## config.mk

```make
export PLATFORM = sky130hd
export DESIGN_NAME = fetch_sequencer
export DESIGN_NICKNAME = d
export VERILOG_FILES = /design/src/rtl/mips_fetch_pkg.sv /design/src/rtl/fetch_skid_fifo.sv /design/src/rtl/fetch_sequencer.sv
export SDC_FILE = /design/constraint.sdc
export NUM_CORES = 1
export LEC_CHECK = 0
export ABC_CLOCK_PERIOD_IN_PS = 8200
export BUFFER_PORTS_ARGS = -buffer_cell sky130_fd_sc_hd__clkbuf_2
export CAP_MARGIN = 40
export CORE_UTILIZATION = 50
export DETAILED_ROUTE_END_ITERATION = 12
export PLACE_DENSITY = 0.75
export SKIP_CTS_REPAIR_TIMING = 1
export SLEW_MARGIN = 40
export SYNTH_ARGS = -nofsm -noshare
export SYNTH_HDL_FRONTEND = slang
export SYNTH_SLANG_ARGS = --single-unit
```

## constraint.sdc

```tcl
create_clock -name clk -period 8.2 [get_ports clk]
set_input_delay 0.41 -clock clk [delete_from_list [all_inputs] [get_ports clk]]
set_output_delay 0.41 -clock clk [all_outputs]
set_load 0.02 [all_outputs]
```

## src/rtl/mips_fetch_pkg.sv

```systemverilog
// Shared types and constants for the MIPS instruction-fetch front end.
package mips_fetch_pkg;

    localparam int unsigned XLEN          = 32;
    localparam int unsigned FETCH_ENTRY_W = 64;
    localparam int unsigned FIFO_CNT_W    = 2;

    localparam logic [XLEN-1:0] DEFAULT_RESET_PC   = 32'h0000_0000;
    localparam logic [XLEN-1:0] DEFAULT_EXC_VECTOR = 32'h0000_0080;

    // Fetch FSM state encoding
    localparam logic [0:0] ST_RUN  = 1'b0;
    localparam logic [0:0] ST_HALT = 1'b1;

    typedef struct packed {
        logic [XLEN-1:0] instr;
        logic [XLEN-1:0] pc;
    } fetch_entry_t;

    function automatic logic [XLEN-1:0] word_align(input logic [XLEN-1:0] addr);
        return addr & ~XLEN'(3);
    endfunction

endpackage

```

## src/rtl/fetch_skid_fifo.sv

```systemverilog
// Two-entry skid buffer holding fetched {instr, pc} pairs; head is a register.
module fetch_skid_fifo
    import mips_fetch_pkg::*;
(
    input  logic                  clk,
    input  logic                  rst_n,
    input  logic                  clear,
    input  logic                  push,
    input  fetch_entry_t          push_data,
    input  logic                  pop,
    output logic [FIFO_CNT_W-1:0] count,
    output fetch_entry_t          head
);

    fetch_entry_t tail;

    always_ff @(posedge clk) begin
        if (!rst_n) begin
            count <= '0;
            head  <= '0;
            tail  <= '0;
        end else if (clear) begin
            count <= '0;
        end else begin
            case ({push, pop})
                2'b10: begin
                    if (count == FIFO_CNT_W'(0)) head <= push_data;
                    else                         tail <= push_data;
                    count <= count + FIFO_CNT_W'(1);
                end
                2'b01: begin
                    head  <= tail;
                    count <= count - FIFO_CNT_W'(1);
                end
                2'b11: begin
                    // Occupancy unchanged; the new entry lands behind whatever remains
                    if (count == FIFO_CNT_W'(1)) begin
                        head <= push_data;
                    end else begin
                        head <= tail;
                        tail <= push_data;
                    end
                end
                default: ;
            endcase
        end
    end

    a_no_pop_empty: assert property (@(posedge clk) disable iff (!rst_n)
        !(pop && count == FIFO_CNT_W'(0)));
    a_no_push_full: assert property (@(posedge clk) disable iff (!rst_n)
        !(push && !pop && count == FIFO_CNT_W'(2)));

endmodule

```

## src/rtl/fetch_sequencer.sv

```systemverilog
// Instruction-fetch controller: owns the PC, issues one imem read per cycle and
// buffers responses for decode, handling redirects, exceptions and halt.
module fetch_sequencer
    import mips_fetch_pkg::*;
#(
    parameter logic [XLEN-1:0] RESET_PC   = DEFAULT_RESET_PC,
    parameter logic [XLEN-1:0] EXC_VECTOR = DEFAULT_EXC_VECTOR
) (
    input  logic            clk,
    input  logic            rst_n,
    output logic            imem_en,
    output logic [XLEN-1:0] imem_addr,
    input  logic [XLEN-1:0] imem_rdata,
    input  logic            redirect_valid,
    input  logic [XLEN-1:0] redirect_pc,
    input  logic            exc_req,
    input  logic            halt_req,
    output logic            out_valid,
    input  logic            out_ready,
    output logic [XLEN-1:0] out_instr,
    output logic [XLEN-1:0] out_pc,
    output logic            halted
);

    logic [0:0]            state;
    logic [0:0]            next_state;
    logic [XLEN-1:0]       fetch_pc;
    logic [XLEN-1:0]       next_pc;
    logic                  inflight;
    logic [XLEN-1:0]       inflight_pc;
    logic                  issue;
    logic                  flush;
    logic                  pop;
    logic                  push;
    logic [2:0]            occupancy;
    logic [FIFO_CNT_W-1:0] count;
    fetch_entry_t          head;
    fetch_entry_t          push_data;

    // State, PC and in-flight tracking
    always_ff @(posedge clk) begin
        if (!rst_n) begin
            state       <= ST_RUN;
            fetch_pc    <= RESET_PC;
            inflight    <= 1'b0;
            inflight_pc <= '0;
        end else begin
            state    <= next_state;
            fetch_pc <= next_pc;
            inflight <= issue;
            if (issue) inflight_pc <= fetch_pc;
        end
    end

    // Next-state, issue decision and PC update
    always_comb begin
        next_state = state;
        next_pc    = fetch_pc;
        issue      = 1'b0;
        pop        = out_valid && out_ready;
        flush      = exc_req || redirect_valid;
        push       = inflight && !flush;
        occupancy  = 3'(count) + 3'(inflight) - 3'(pop);

        case (state)
            ST_RUN: begin
                issue = rst_n && !halt_req && !flush && (occupancy < 3'd2);
                if (halt_req && !inflight) next_state = ST_HALT;
            end
            ST_HALT: begin
                if (!halt_req) next_state = ST_RUN;
            end
            default: next_state = ST_RUN;
        endcase

        // Exception takes priority over a simultaneous redirect
        if (exc_req)             next_pc = EXC_VECTOR;
        else if (redirect_valid) next_pc = word_align(redirect_pc);
        else if (issue)          next_pc = fetch_pc + XLEN'(4);
    end

    assign push_data = '{instr: imem_rdata, pc: inflight_pc};

    fetch_skid_fifo u_fifo (
        .clk       (clk),
        .rst_n     (rst_n),
        .clear     (flush),
        .push      (push),
        .push_data (push_data),
        .pop       (pop),
        .count     (count),
        .head      (head)
    );

    assign imem_en   = issue;
    assign imem_addr = fetch_pc;
    assign out_valid = (count != FIFO_CNT_W'(0));
    assign out_instr = head.instr;
    assign out_pc    = head.pc;
    assign halted    = (state == ST_HALT);

endmodule

```

# --- After elaboration in Yosys (flattened, before gate mapping) ---
# Index checks and enable logic that the tools add are counted.
# Widths: inputs -> output; s select.
word_totals:
  register_bits: 196
  input_bits: 70
  output_inout_bits: 99
  elab_cells: 63
classes:
  addsub: 5
  n_lt_le_gt_ge: 1
  n_eq_ne: 7
  mux: 14
  bitwise: 3
  n_reduce_logical: 22
op_table:
  columns: ["cell", "count"]
  rows:
  - ["$mux 64", 4]
  - ["$pmux 64 s3", 1]
  - ["$pmux 64 s2", 1]
  - ["$mux 32", 2]
  - ["$add 32x3->32 const B", 1]
  - ["$mux 8", 1]
  - ["$reduce_bool 2->1", 4]
  - ["$logic_and 1x1->1", 6]
  - ["$reduce_bool 3->1", 2]
  - ["$eq 2x1->1 const B", 2]
  - ["$eq 2x2->1 const B", 2]
  - ["$ne 2x2->1 const B", 2]
  - ["$pmux 2 s2", 1]
  - ["$reduce_and 4->1", 1]
  - ["$reduce_or 2->1", 2]
  - ["$add 2x1->3", 1]
  - ["$logic_not 1->1", 3]
  - ["$lt 3x2->1 const B", 1]
  - ["$mux 1", 3]
  - ["$not 1->1", 3]
  - ["$reduce_and 3->1", 1]
  - ["$reduce_or 3->1", 1]
  - ["$sub 3x1->3", 1]
  - ["$add 2x1->2 const B", 1]
  - ["other kinds (5)", 5]

# --- Logic depth before layout (Yosys ltp) ---
depth:
  word_depth: 9
  ltp_mapped: 13
  depth_no_buf: 13

# --- By module ---
# From an unflattened synthesis, not the netlist that was laid out.
hier_totals:
  hier_cells: 1103
  area_unflattened_um2: 9519.1
modules_own_cells:
  columns: ["mod", "instances", "cells_each", "area_each_um2", "seq_area_each_um2"]
  rows:
  - ["fetch_skid_fifo", 1, 711, 6299.8, 2602.5]
  - ["fetch_sequencer", 1, 392, 3219.3, 1241.2]

# --- Worst setup path after synthesis ---
# OpenSTA, ideal clock, no wires.
synth_path:
  path_type: "reg2reg"
  startpoint: "reg u_fifo.count[1]"
  endpoint: "reg fetch_pc[22], in the netlist imem_addr[22]"
  setup_ns: 0.070
  t_arrival_ns: 3.017
  required_time_ns: 8.130
  path_slack_ns: 5.112
  path_stages_with_launch: 12
  n_path_buf: 0
  period_less_slack_ns: 3.088
  cell_sequence: "dfxtp_1 -> inv_1 -> ha_1 -> nand2b_1 -> nor2_1 -> o21ai_0 -> fa_1 -> nor3b_4 -> nand3_4 -> nor4_1 -> mux2_1 -> a21oi_1"
synth_between:
  elab_chain_cells: 7
  elab_cells_between_ends: 8
  cone_classes: "add/sub (2); order compare (1); mux (1); reduce/logical (4)"
synth_lines:
  columns: ["item", "line_no", "text"]
  rows:
  - ["from (decl)", "fetch_skid_fifo.sv:11", "output logic [FIFO_CNT_W-1:0] count,"]
  - ["from (signal assigned)", "fetch_skid_fifo.sv:29", "count <= count + FIFO_CNT_W'(1);"]
  - ["from (signal assigned)", "fetch_skid_fifo.sv:33", "count <= count - FIFO_CNT_W'(1);"]
  - ["parallel branches: the longest is 2 deep, another holds $add 2x1->3", null, null]
  - ["$sub 3x1->3 (*)", "fetch_sequencer.sv:63", "occupancy = 3'(count) + 3'(inflight) - 3'(pop);"]
  - ["$lt 3x2->1 (*)", "fetch_sequencer.sv:67", "issue = rst_n && !halt_req && !flush && (occupancy < 3'd2);"]
  - ["$logic_and 1x1->1 (*)", "fetch_sequencer.sv:67", null]
  - ["$mux 1 (*)", "fetch_sequencer.sv:65", "case (state)"]
  - ["$reduce_bool 2->1 (no line) (*)", null, null]
  - ["to (signal assigned)", "fetch_sequencer.sv:49", "fetch_pc <= next_pc;"]
  - ["to (decl)", "fetch_sequencer.sv:27", "logic [XLEN-1:0] fetch_pc;"]
# Every way passes the cells marked *.
# A chain may end at the register's enable or synchronous reset.

# --- Final worst setup path ---
layout_path:
  startpoint: "reg u_fifo.count[1]"
  endpoint: "out imem_en"
layout_between:
  elab_chain_cells: 6
  elab_cells_between_ends: 7
  cone_classes: "add/sub (2); order compare (1); mux (1); reduce/logical (3)"
layout_lines:
  columns: ["item", "line_no", "text"]
  rows:
  - ["parallel branches: the longest is 2 deep, another holds $add 2x1->3", null, null]
  - ["$sub 3x1->3 (*)", "fetch_sequencer.sv:63", null]
  - ["$lt 3x2->1 (*)", "fetch_sequencer.sv:67", null]
  - ["$logic_and 1x1->1 (*)", "fetch_sequencer.sv:67", null]
  - ["$mux 1 (*)", "fetch_sequencer.sv:65", null]
  - ["to (decl)", "fetch_sequencer.sv:11", "output logic imem_en,"]
# Marked as above.

==> metrics.md <==
| Metric | Value |
|---|---|
| Run status | completed |
| Yosys warning count | 0 |
| Post-Syn Area | roughly 7900 um^2 |
| Final ANT Viol Nets | 0 |
| CTS max path bufs | 2 |
| Top cell type's share of synthesized area | 0.479 |
| Post-synthesis compound-gate area fraction | 0.249 |
| Synth top cells by count | nand2_1, dfxtp_1, a21oi_1 |
| Max Fclk | 216 MHz |
| Drt wl/cell | between 15 and 20 um |
| Largest net degree at the start of global routing | about 130 |
| CORE AREA | roughly 15000 um^2 |
| Yosys reg bits | approximately 190 |
| Ant diodes | 0 |
| Synth-to-layout area growth | 17.8% |
| Worst path arrival time | approximately 4.2 ns |
| Top FF cell, synth | dfxtp_1 |
| Total number of vias | about 7000 |
| Clk pwr share | 0.440 |
| IO Pins | about 170 |
| Worst-Margin Slew | ~0.8 ns |
| Met2 Track Usage GR | 0.365 |
| Psw | 0.000419 W |
| Crit Path Class | register to primary output |
| Final Critical Period | 4.63 ns |
| Max-Cap Viols | 0 |
| CTS tree | done |
| Die Span Y | 127 um |
| Worst EP required | slightly below 8 ns |
| Cells after synthesis | about 940 |
| Internal power | about 0.0014 W |
| Fraction of synthesized area in multiplexers | 0.00796 |
| Xor/xnor cell area share of the yosys netlist | 0.0277 |
| Leak pwr | around 3.5 nW |
| Number of global-route vias before repair | 6093 |
| Fin. Hold Viols | 0 |
| Async SR Flop Fraction | 0 |
| Worst setup SP type | register |
| Port-buffer cells | between 150 and 200 |
| Final setup viols | 0 |
| First-pass detailed-route iteration total | 5 |
| DPL Wire Length | 11900 um |
| Largest area contributor in the netlist | dfxtp_1 |
| Share of post-route cells with drive strength above 1 | 0.210 |
| Switching Share | 0.226 |
| Gr usage total | 0.242 |
| Num CTS Buffers | 17 |
| Overall routed net length | slightly below 20000 um |
| Share of the clock period used by the worst path | 0.565 |
| Most common cell in the netlist | nand2_1 |
| # rows | 45 |
| Flop pwr share | 0.505 |
| DRC viols | 0 |
| Horiz. Die Dim | ~130 um |
| Pwr/cell area | between 200 and 250 nW/um^2 |
| Root buffer cell | clkbuf_16 |
| Die area | around 16000 um^2 |
| Nets | approximately 1100 |
| Simple-Gate Fraction of Synth Area | 0.175 |
| Combinational share of power | 0.055 |
| Antenna violations before repair | 0 |
| Final Max Slew Viols | 0 |
| First-pass GRT wire length | ~32000 um |
| Relative slew slack | 0.458 |
| Grt met1 use | 0.355 |
| EDFF count, synth | 0 |
| Grt total ovfl | 0 |
| Met3 Usage GRT | 0.0436 |
| Post-Synth Adder-Cell Area | 0.0105 |
| Min-Delay Path Class | input port to register |
| Grt peak-use layer | met2 |
| TNS Setup | 0 ns |
| Skew final | roughly 0.0079 ns |
| RSZ-0062 raised after global routing | false |
| Post-synthesis sequential area ratio | 0.479 |
| Largest family of logic cells by synthesized area | compound AO/OA/AOI/OAI gates |
| Post-Layout Cell Count | about 1300 |
| Placed cells | 1251 |
| Vias/cell | around 5.4 |
| GPL Wtd Cong | 0.843 |
| Initial DRC Count | 585 |
| Starting Density | 0.515 |
| CP Max Fanout | 37 |
| Final total power | ~0.0019 W |
| Top cells by area, synth | dfxtp_1, a21oi_1, nand2_1, a22oi_1, o21ai_0 |
| Unique masters post-synth | 60 |
| Clk sink count | approximately 190 |
| H-Tree Depth | 4 |
| VDD IR-drop max | between 0.15 and 0.2 mV |
| Worst-path clk slew | 0.07 ns |
| Crit. End Element | primary output |
| Mapped Avg Cell Area | 8.33 um^2 |
| Clk_lat worst skew | roughly 0.43 ns |
kinds of logic after synthesis:
family | Yosys count
compound gates | 339
xor+xnor | 24
fa+ha+maj | 6
buf+inv | 89
flops | 188
mux | 6
other cells | 1
simple gates | 291
state kept, by name (all words and copies together), names as in the netlist:
| register | flops |
|---|---|
| u_fifo.head | 62 |
| u_fifo.tail | 62 |
| imem_addr | 30 |
| inflight_pc | 30 |
| u_fifo.count | 2 |
| halted | 1 |
| inflight | 1 |
cell usage in the layout, fill, tap and decap left out, types with 16 or more instances in the layout:
cell type	count
nand2_1	208
xnor2_1	18
dfxtp_1	188
nand3_1	16
clkbuf_2	162
o21ai_0	77
a22oi_1	62
clkbuf_16	17
nor2_1	18
a21oi_1	156
metrics by stage:
stage | instance area (um^2) | hold WS, ns | setup WS, ns | utilization
6_report | 9260 | 0.212 | 3.57 | 0.607
5_1_grt | 9260 | 0.210 | 3.27 | 0.607
4_1_cts | 9260 | 0.205 | 3.56 | 0.607
3_5_place_dp | 8680 | 0.447 | 4.02 | 0.569
3_3_place_gp | 8680 | 0.440 | 4.05 | 0.569
2_1_floorplan | 7870 | 0.435 | 5.11 | -
layer usage:
metal	vias up	wire length, um
met2	220	8650
met4	0	202
met3	17	1080
met1	3211	9540
met5	-	0
li1	3520	-
worst max-delay path: stages, from the launching register on:
cell	delay, ns
dfxtp_1	0.41
inv_1	0.11
ha_1	0.28
nand2b_1	0.31
nor2_1	0.22
o21ai_0	0.14
fa_1	0.49
nor3b_4	0.42
nand3_4	0.43
inv_2	0.66
clkbuf_2	0.28
power by group through the flow:
stage | registers (W) | clock network (W) | logic, W
2_1_floorplan | 0.000965 | 0 | 0.0000511
3_3_place_gp | 0.000958 | 0 | 0.000101
3_5_place_dp | 0.000958 | 0 | 0.000101
4_1_cts | 0.000937 | 0.000831 | 0.000102
5_1_grt | 0.000938 | 0.000866 | 0.000112
6_report | 0.000938 | 0.000816 | 0.000102
cell type report:
class	count	area [um^2]
fill	1382	6000
sequential	188	3760
multi-input combinational	670	3740
timing repair buffer	169	867
clock buffer	18	429
tap	211	264
clock inverter	12	149
inverter	13	48.8
path summary, 6_finish.rpt:
check | from | end | slack (ns) | cells after the start
worst min register to register | u_fifo.tail[63] | u_fifo.tail[63] | 0.45 | 2
worst max register to register | u_fifo.count[1] | imem_addr[23] | 4.01 | 12
worst max-delay path | u_fifo.count[1] | imem_en | 3.57 | 10
worst min-delay path | imem_rdata[6] | u_fifo.tail[38] | 0.21 | 3
No activity file was read; power rests on OpenSTA's default activity.
